`config.mk`:
```
export PLATFORM = sky130hd
export DESIGN_NAME = ram_arbiter_flat
export DESIGN_NICKNAME = d
export VERILOG_FILES = /design/src/rtl/ram_arbiter_if.sv /design/src/rtl/ram_arbiter.sv /design/src/flat_wrapper.sv
export SDC_FILE = /design/constraint.sdc
export NUM_CORES = 1
export LEC_CHECK = 0
export CORE_ASPECT_RATIO = 0.8
export CORE_MARGIN = 3
export CORE_UTILIZATION = 45
export DETAILED_ROUTE_END_ITERATION = 8
export PLACE_DENSITY = 0.91
export SKIP_LAST_GASP = 1
export SYNTH_ARGS = -nofsm -noshare
export SYNTH_HDL_FRONTEND = slang
export SYNTH_SLANG_ARGS = --single-unit
```
`constraint.sdc`:
```
create_clock -name clk -period 4.41 [get_ports clk]
set_clock_uncertainty 0.05 [all_clocks]
set_input_delay 0.441 -clock clk [delete_from_list [all_inputs] [get_ports clk]]
set_output_delay 0.441 -clock clk [all_outputs]
set_load 0.01 [all_outputs]
```
`src/rtl/ram_arbiter_if.sv`:
```
// Bus bundle between the two requesters (A = CPU, B = loader), the arbiter and the RAM.
// The slave modport is the arbiter's view; master is the requester/RAM side.
interface ram_arbiter_if #(
  parameter int DATA_WIDTH = 8,
  parameter int ADDR_WIDTH = 8
);
  logic                  req_a, req_b;
  logic                  we_a, we_b;
  logic [ADDR_WIDTH-1:0] addr_a, addr_b;
  logic [DATA_WIDTH-1:0] wdata_a, wdata_b;
  logic                  ack_a, ack_b;
  logic [DATA_WIDTH-1:0] rdata_a, rdata_b;
  logic                  ram_write;
  logic [ADDR_WIDTH-1:0] ram_address;
  logic [DATA_WIDTH-1:0] ram_data_in;
  logic [DATA_WIDTH-1:0] ram_data_out;
  logic                  busy;

  modport slave (
    input  req_a, req_b, we_a, we_b, addr_a, addr_b, wdata_a, wdata_b, ram_data_out,
    output ack_a, ack_b, rdata_a, rdata_b, ram_write, ram_address, ram_data_in, busy
  );

  modport master (
    output req_a, req_b, we_a, we_b, addr_a, addr_b, wdata_a, wdata_b, ram_data_out,
    input  ack_a, ack_b, rdata_a, rdata_b, ram_write, ram_address, ram_data_in, busy
  );
endinterface

```
`src/rtl/ram_arbiter.sv`:
```
// Two-requester arbiter for an asynchronous strobe-written RAM; every output is registered.
// Define RAM_ARBITER_ROUND_ROBIN_EN for round-robin arbitration, otherwise A has fixed priority.
module ram_arbiter #(
  parameter int DATA_WIDTH = 8,
  parameter int ADDR_WIDTH = 8
) (
  input logic          clk,
  input logic          rst_n,
  ram_arbiter_if.slave bus
);

  typedef enum logic [2:0] {IDLE, RD, WR_SETUP, WR_STROBE, WR_HOLD, ACK} state_t;

  state_t                r_state, w_state;
  logic                  r_gnt_b, w_gnt_b;
  logic                  r_last_b, w_last_b;
  logic                  r_ram_write, w_ram_write;
  logic [ADDR_WIDTH-1:0] r_addr, w_addr;
  logic [DATA_WIDTH-1:0] r_wdata, w_wdata;
  logic [DATA_WIDTH-1:0] r_rdata_a, w_rdata_a;
  logic [DATA_WIDTH-1:0] r_rdata_b, w_rdata_b;
  logic                  r_ack_a, w_ack_a;
  logic                  r_ack_b, w_ack_b;
  logic                  r_busy, w_busy;
  logic                  w_pick_b;

`ifdef RAM_ARBITER_ROUND_ROBIN_EN
  // On contention favour whoever was not granted last.
  assign w_pick_b = bus.req_b & (~bus.req_a | ~r_last_b);
`else
  assign w_pick_b = bus.req_b & ~bus.req_a;
`endif

  always_comb begin
    w_state     = r_state;
    w_gnt_b     = r_gnt_b;
    w_last_b    = r_last_b;
    w_addr      = r_addr;
    w_wdata     = r_wdata;
    w_rdata_a   = r_rdata_a;
    w_rdata_b   = r_rdata_b;
    w_ram_write = 1'b0;
    w_ack_a     = 1'b0;
    w_ack_b     = 1'b0;
    case (r_state)
      IDLE: begin
        if (bus.req_a | bus.req_b) begin
          w_gnt_b  = w_pick_b;
          w_last_b = w_pick_b;
          w_addr   = w_pick_b ? bus.addr_b  : bus.addr_a;
          w_wdata  = w_pick_b ? bus.wdata_b : bus.wdata_a;
          w_state  = (w_pick_b ? bus.we_b : bus.we_a) ? WR_SETUP : RD;
        end
      end
      RD: begin
        w_state = ACK;
        if (r_gnt_b) w_rdata_b = bus.ram_data_out;
        else         w_rdata_a = bus.ram_data_out;
        w_ack_a = ~r_gnt_b;
        w_ack_b = r_gnt_b;
      end
      // Strobe rises one cycle after address/data settle and falls one cycle before they may move.
      WR_SETUP: begin
        w_state     = WR_STROBE;
        w_ram_write = 1'b1;
      end
      WR_STROBE: w_state = WR_HOLD;
      WR_HOLD: begin
        w_state = ACK;
        w_ack_a = ~r_gnt_b;
        w_ack_b = r_gnt_b;
      end
      ACK:     w_state = IDLE;
      default: w_state = IDLE;
    endcase
    w_busy = (w_state != IDLE);
  end

  always_ff @(posedge clk or negedge rst_n) begin
    if (!rst_n) begin
      r_state     <= IDLE;
      r_gnt_b     <= 1'b0;
      r_last_b    <= 1'b1;
      r_ram_write <= 1'b0;
      r_addr      <= '0;
      r_wdata     <= '0;
      r_rdata_a   <= '0;
      r_rdata_b   <= '0;
      r_ack_a     <= 1'b0;
      r_ack_b     <= 1'b0;
      r_busy      <= 1'b0;
    end else begin
      r_state     <= w_state;
      r_gnt_b     <= w_gnt_b;
      r_last_b    <= w_last_b;
      r_ram_write <= w_ram_write;
      r_addr      <= w_addr;
      r_wdata     <= w_wdata;
      r_rdata_a   <= w_rdata_a;
      r_rdata_b   <= w_rdata_b;
      r_ack_a     <= w_ack_a;
      r_ack_b     <= w_ack_b;
      r_busy      <= w_busy;
    end
  end

  assign bus.ram_write   = r_ram_write;
  assign bus.ram_address = r_addr;
  assign bus.ram_data_in = r_wdata;
  assign bus.rdata_a     = r_rdata_a;
  assign bus.rdata_b     = r_rdata_b;
  assign bus.ack_a       = r_ack_a;
  assign bus.ack_b       = r_ack_b;
  assign bus.busy        = r_busy;

endmodule

```
`src/flat_wrapper.sv`:
```
// flat-port wrapper written by rule: the top's interface ports become plain ports
module ram_arbiter_flat 
#(
  parameter int DATA_WIDTH = 8,
  parameter int ADDR_WIDTH = 8
)
  (clk, rst_n, bus_req_a, bus_req_b, bus_we_a, bus_we_b, bus_addr_a, bus_addr_b, bus_wdata_a, bus_wdata_b, bus_ram_data_out, bus_ack_a, bus_ack_b, bus_rdata_a, bus_rdata_b, bus_ram_write, bus_ram_address, bus_ram_data_in, bus_busy);
  ram_arbiter_if #(.DATA_WIDTH(DATA_WIDTH), .ADDR_WIDTH(ADDR_WIDTH)) bus_i ();
  input logic clk;
  input logic rst_n;
  input wire logic [$bits(bus_i.req_a)-1:0] bus_req_a;
  input wire logic [$bits(bus_i.req_b)-1:0] bus_req_b;
  input wire logic [$bits(bus_i.we_a)-1:0] bus_we_a;
  input wire logic [$bits(bus_i.we_b)-1:0] bus_we_b;
  input wire logic [$bits(bus_i.addr_a)-1:0] bus_addr_a;
  input wire logic [$bits(bus_i.addr_b)-1:0] bus_addr_b;
  input wire logic [$bits(bus_i.wdata_a)-1:0] bus_wdata_a;
  input wire logic [$bits(bus_i.wdata_b)-1:0] bus_wdata_b;
  input wire logic [$bits(bus_i.ram_data_out)-1:0] bus_ram_data_out;
  output wire logic [$bits(bus_i.ack_a)-1:0] bus_ack_a;
  output wire logic [$bits(bus_i.ack_b)-1:0] bus_ack_b;
  output wire logic [$bits(bus_i.rdata_a)-1:0] bus_rdata_a;
  output wire logic [$bits(bus_i.rdata_b)-1:0] bus_rdata_b;
  output wire logic [$bits(bus_i.ram_write)-1:0] bus_ram_write;
  output wire logic [$bits(bus_i.ram_address)-1:0] bus_ram_address;
  output wire logic [$bits(bus_i.ram_data_in)-1:0] bus_ram_data_in;
  output wire logic [$bits(bus_i.busy)-1:0] bus_busy;
  assign bus_i.req_a = bus_req_a;
  assign bus_i.req_b = bus_req_b;
  assign bus_i.we_a = bus_we_a;
  assign bus_i.we_b = bus_we_b;
  assign bus_i.addr_a = bus_addr_a;
  assign bus_i.addr_b = bus_addr_b;
  assign bus_i.wdata_a = bus_wdata_a;
  assign bus_i.wdata_b = bus_wdata_b;
  assign bus_i.ram_data_out = bus_ram_data_out;
  assign bus_ack_a = bus_i.ack_a;
  assign bus_ack_b = bus_i.ack_b;
  assign bus_rdata_a = bus_i.rdata_a;
  assign bus_rdata_b = bus_i.rdata_b;
  assign bus_ram_write = bus_i.ram_write;
  assign bus_ram_address = bus_i.ram_address;
  assign bus_ram_data_in = bus_i.ram_data_in;
  assign bus_busy = bus_i.busy;
  ram_arbiter #(.DATA_WIDTH(DATA_WIDTH), .ADDR_WIDTH(ADDR_WIDTH)) u_core (.clk(clk), .rst_n(rst_n), .bus(bus_i));
endmodule
```
# Word level (Yosys, flattened, before mapping)

Cells that the tools add are included.

Equal/unequal tests: 4
Muxes and demuxes: 9
Bitwise gates (word level): 4
Reductions and logical operators: 6

Operator list:

| cell               | count |
|---|---|
| $mux 8             | 2 |
| $pmux 3 s4         | 1 |
| $eq 3x2->1 const B | 2 |
| $reduce_and 2->1   | 3 |
| $mux 1             | 4 |
| $eq 3x1->1 const B | 1 |
| $eq 3x3->1 const B | 1 |
| $logic_not 3->1    | 1 |
| $mux 3             | 1 |
| $reduce_bool 3->1  | 1 |
| $mux 2             | 1 |
| $not 1->1          | 2 |
| $reduce_or 2->1    | 1 |
| $and 1x1->1        | 1 |
| $or 1x1->1         | 1 |

Register bits: 40
Input bits: 46
Logic and storage cells: 33

# Logic depth before layout (Yosys ltp)

Depth in word-level cells: 7
Gate-level depth with buffers: 6
Gate-level depth less buffers: 3

# Least setup slack after synthesis

Ideal clock, no wire load.

Path kind: register to register
Start point: reg u_core.r_state[0]
End point: reg u_core.r_addr[5] (netlist: u_core.bus.ram_address[5])
Arrival: 1.437 ns
Data required time: 4.232 ns
Slack: 2.796 ns
Stages on the path, launching flop included: 7
Cells stage by stage: dfrtp_1 > buf_2 > nor3_4 > o21a_1 > buf_6 > buf_8 > mux2_1

Longest elaborated chain between the ends: 2

RTL lines:

| what                              | line              | RTL |
|---|---|---|
| from (decl)                       | ram_arbiter.sv:14 | `state_t r_state, w_state;` |
| from (signal assigned)            | ram_arbiter.sv:93 | `r_state <= w_state;` |
| $logic_not 3->1                   | ram_arbiter.sv:45 | `case (r_state)` |
| $reduce_and 2->1 (no source line) | --                |  |
| to (signal assigned)              | ram_arbiter.sv:97 | `r_addr <= w_addr;` |
| to (decl)                         | ram_arbiter.sv:18 | `logic [ADDR_WIDTH-1:0] r_addr, w_addr;` |

Every way passes these cells.
A chain may end at the register's enable or synchronous reset.

# Final worst setup path

Start point: in bus_req_a
End point: reg u_core.r_addr[5] (netlist: u_core.bus.ram_address[5])

Longest elaborated chain between the ends: 3
Elaborated cells on any way between the ends: 5
Classes of those cells: mux: 1; bitwise: 3; reduce/logical: 1

RTL lines:

| what        | line               | RTL |
|---|---|---|
| from (decl) | flat_wrapper.sv:11 | `input wire logic [$bits(bus_i.req_a)-1:0] bus_req_a;` |
| $not 1->1   | ram_arbiter.sv:31  | `assign w_pick_b = bus.req_b & ~bus.req_a;` |
| $and 1x1->1 | ram_arbiter.sv:31  |  |
| $mux 8      | ram_arbiter.sv:50  | `w_addr = w_pick_b ? bus.addr_b : bus.addr_a;` |

Several ways; a longest one is shown, not always the timed one.

==> run summary <==
post-route ant nets - 0
unrepaired setup endpoints after global routing - false
post-route setup TNS - 0 ns
Initial Utilization - 47.9%
transition time at the pin with the least slew margin - 0.969 ns
Root Driver - clkbuf_8
worst slew margin relative to its limit - 35.4%
part of the power in registers - 36.7%
drt via density - 4.91
worst setup path class - in2reg
Global Route Usage Sum - 18.4%
count of port buffers added during placement - 81
clock sink count - 40
core box area - 3900 um2
clock transition at the registers of the reported paths - 0.08 ns
Pwr Density - 671 nW/um2
top cells by instance count after synthesis - dfrtp_1, mux2_2, mux2_4
Final Power - 1860 uW
leakage dissipation - 0.00117 uW
total congestion overflow after global routing - 0
register area share after synthesis - 53.6%
Bufs on Longest Clock Path - 2
height of the chip - 63.6 um
internal power - 1290 uW
proportion of synthesized flip-flops having asynchronous set or reset - 100%
Clk Latency, worst-skew pair - 0.29 ns
Inserted Diodes - 0
net switching share of the total power - 31.0%
overall via count from detail_route - 1268
final cell utilization of the core - 71.1%
number of enable flip-flop cells after synthesis - 0
number of synthesis warnings - 0
worst setup slack for register-to-register paths - 2.29 ns
routed length per instance - 16.8 um
Hold Path Class - in2async
Hold WS - 0.220 ns
number of register bits inferred by synthesis - 40
half-perimeter wire length of the detailed placement result - 3.31 mm
number of global-route vias before repair - 1361
clock tree from TritonCTS - built
I/O pin count - 82
Max Fanout on Critical Path - 17
ys flop type - dfrtp_1
number of buffers created by CTS - 5
P&R area growth vs syn - 48.6%
Register-to-Register Path Depth - 3
synthesized area per cell - 15.4 um2
Comb pwr share - 47.4%
net total in the final layout - 248
Slew Viols, Final - 0
number of placement rows - 20
post-route DRC violation count - 0
terminus of the critical flop-to-flop path - u_core.bus.ram_address[7]
outcome - completed
routability-driven placement congestion ratio - 0.812
Post-Layout Inst Area - 2780 um2
layout cells sized above 1 - 29.1%
final worst-path cycle share - 53.9%
wire length of the first global-routing pass - 6.97 mm
Area after DPL - 2670 um2
largest net degree at the start of global routing - 41
Post-CTS Setup Inserts - 0
most repeated cell in the gate-level netlist after synthesis - dfrtp_1
net count of the mapped netlist - 167
maximum level of the CTS H-tree - 2
Unique masters post-synth - 27
FMAX - 0.421 GHz
summed instance area of the synthesized netlist - 1870 um2
clock group share of total power - 15.8%
hold buffer count at cts - 0
cell type contributing the most total cell area after synthesis - dfrtp_1
Worst Path Arrival - 2.50 ns
cell count after synthesis - 121
area of the die - 4960 um2
router iterations before antenna repair - 4
critical path endpoint category - register
endpoints failing hold - 0
Critical Path Source Type - input port
peak ir drop on the vdd network - 440 uV
number of antenna violations at the first check in global routing - 0
top-area cell type share of the netlist area - 53.6%
violation count after the first detailed-routing iteration - 54
post-route minimum period - 2.38 ns
chip width - 78.0 um
number of gates given a new drive strength after cts - 0
cells taking the most area after synthesis - dfrtp_1, mux2_2, mux2_4
overall routed net length - 4.33 mm
Critical Path RT - 4.54 ns
count of final setup violators - 0
number of max-cap violations - 0
switching power summed over all nets - 577 uW
startpoint of the worst register-to-register path - u_core.r_state[1]
logic make-up (layout without fill, tap and decap cells):
logic type	after synthesis	count (layout)	synth area share (%)
AO/OA/AOI/OAI	7	7	2.34
XOR/XNOR	1	1	0.469
buffers and inverters	8	90	4.22
flip-flops	40	40	53.6
multiplexers	49	49	33.1
AND/OR/NAND/NOR	16	16	6.30
stage by stage:
stage                     setup WS, ns  instances
after global routing              1.96        258
after detailed placement          1.73        250
after global placement            1.83        250
after floorplan                   2.80        121
final                             2.03        258
after CTS                         2.04        258
final cells by class:
| type | count | area (um2) |
|---|---|---|
| multi-input cells | 73 | 788 |
| clock buffers | 6 | 72.6 |
| repair buffers | 81 | 806 |
| clock inverters | 2 | 35.0 |
| flip-flops and latches | 40 | 1000 |
| well taps | 55 | 68.8 |
| inverters | 1 | 3.75 |
| fillers | 280 | 1130 |
power groups by stage:
stage                     logic [uW]  registers, uW  clock network [uW]
after floorplan                  431            719                   0
after global placement           867            671                   0
after detailed placement         894            688                   0
after CTS                        897            684                 301
after global routing             940            709                 317
final                            884            684                 294
placed cells by master, fill, tap and decap left out:
master and instances:
a211oi_1 1, mux2_2 29, nor2_1 2, dfrtp_1 40, clkbuf_8 5, o21ai_0 1, nand2_1 3, o221ai_1 1
nand2b_4 1, a21oi_1 3, nor2_4 1, mux2_1 1, inv_1 1, mux2_4 18, clkinv_2 1, xnor2_1 1
o21a_1 1, mux2i_1 1, nand2b_1 2, bufinv_16 1, and3_1 1, nor3_1 2, clkdlybuf4s50_1 80, nand3_1 1
nor3b_1 1, buf_2 1, clkbuf_1 1, nor3_4 2
layer usage:
layer	global-route usage [%]	part of all wire, %	vias up
li1	-	-	587
met1	21.6	40	635
met2	32.8	54	36
met3	4.00	4.0	10
met4	6.77	2.1	0
met5	0	0	-
flip-flops by register name (all words and copies together) (netlist names):
name and count:
u_core.r_gnt_b 1, u_core.bus.ack_a 1, u_core.r_state 3, u_core.bus.busy 1, u_core.bus.ram_address 8, u_core.bus.rdata_a 8, u_core.bus.ram_write 1, u_core.bus.rdata_b 8
u_core.bus.ack_b 1, u_core.bus.ram_data_in 8
critical path, stage by stage:
cell and delay [ns]:
clkdlybuf4s50_1 0.56, nand2b_1 0.78, mux2_2 0.41, mux2_1 0.30
worst max path at each step:
stage | start | endpoint | slack, ns | depth (start not counted)
finish | bus_req_a | u_core.bus.ram_address[5] | 2.03 | 4
global route | bus_req_a | u_core.bus.ram_address[5] | 1.96 | 4
CTS | bus_req_a | u_core.bus.ram_address[5] | 2.04 | 4
detailed placement | bus_req_a | u_core.bus.ram_address[5] | 1.73 | 4
global placement | bus_req_a | u_core.bus.ram_address[5] | 1.83 | 4
floorplan | u_core.r_state[0] | u_core.bus.ram_address[5] | 2.80 | 6
Power figures use the tool's default switching activity.
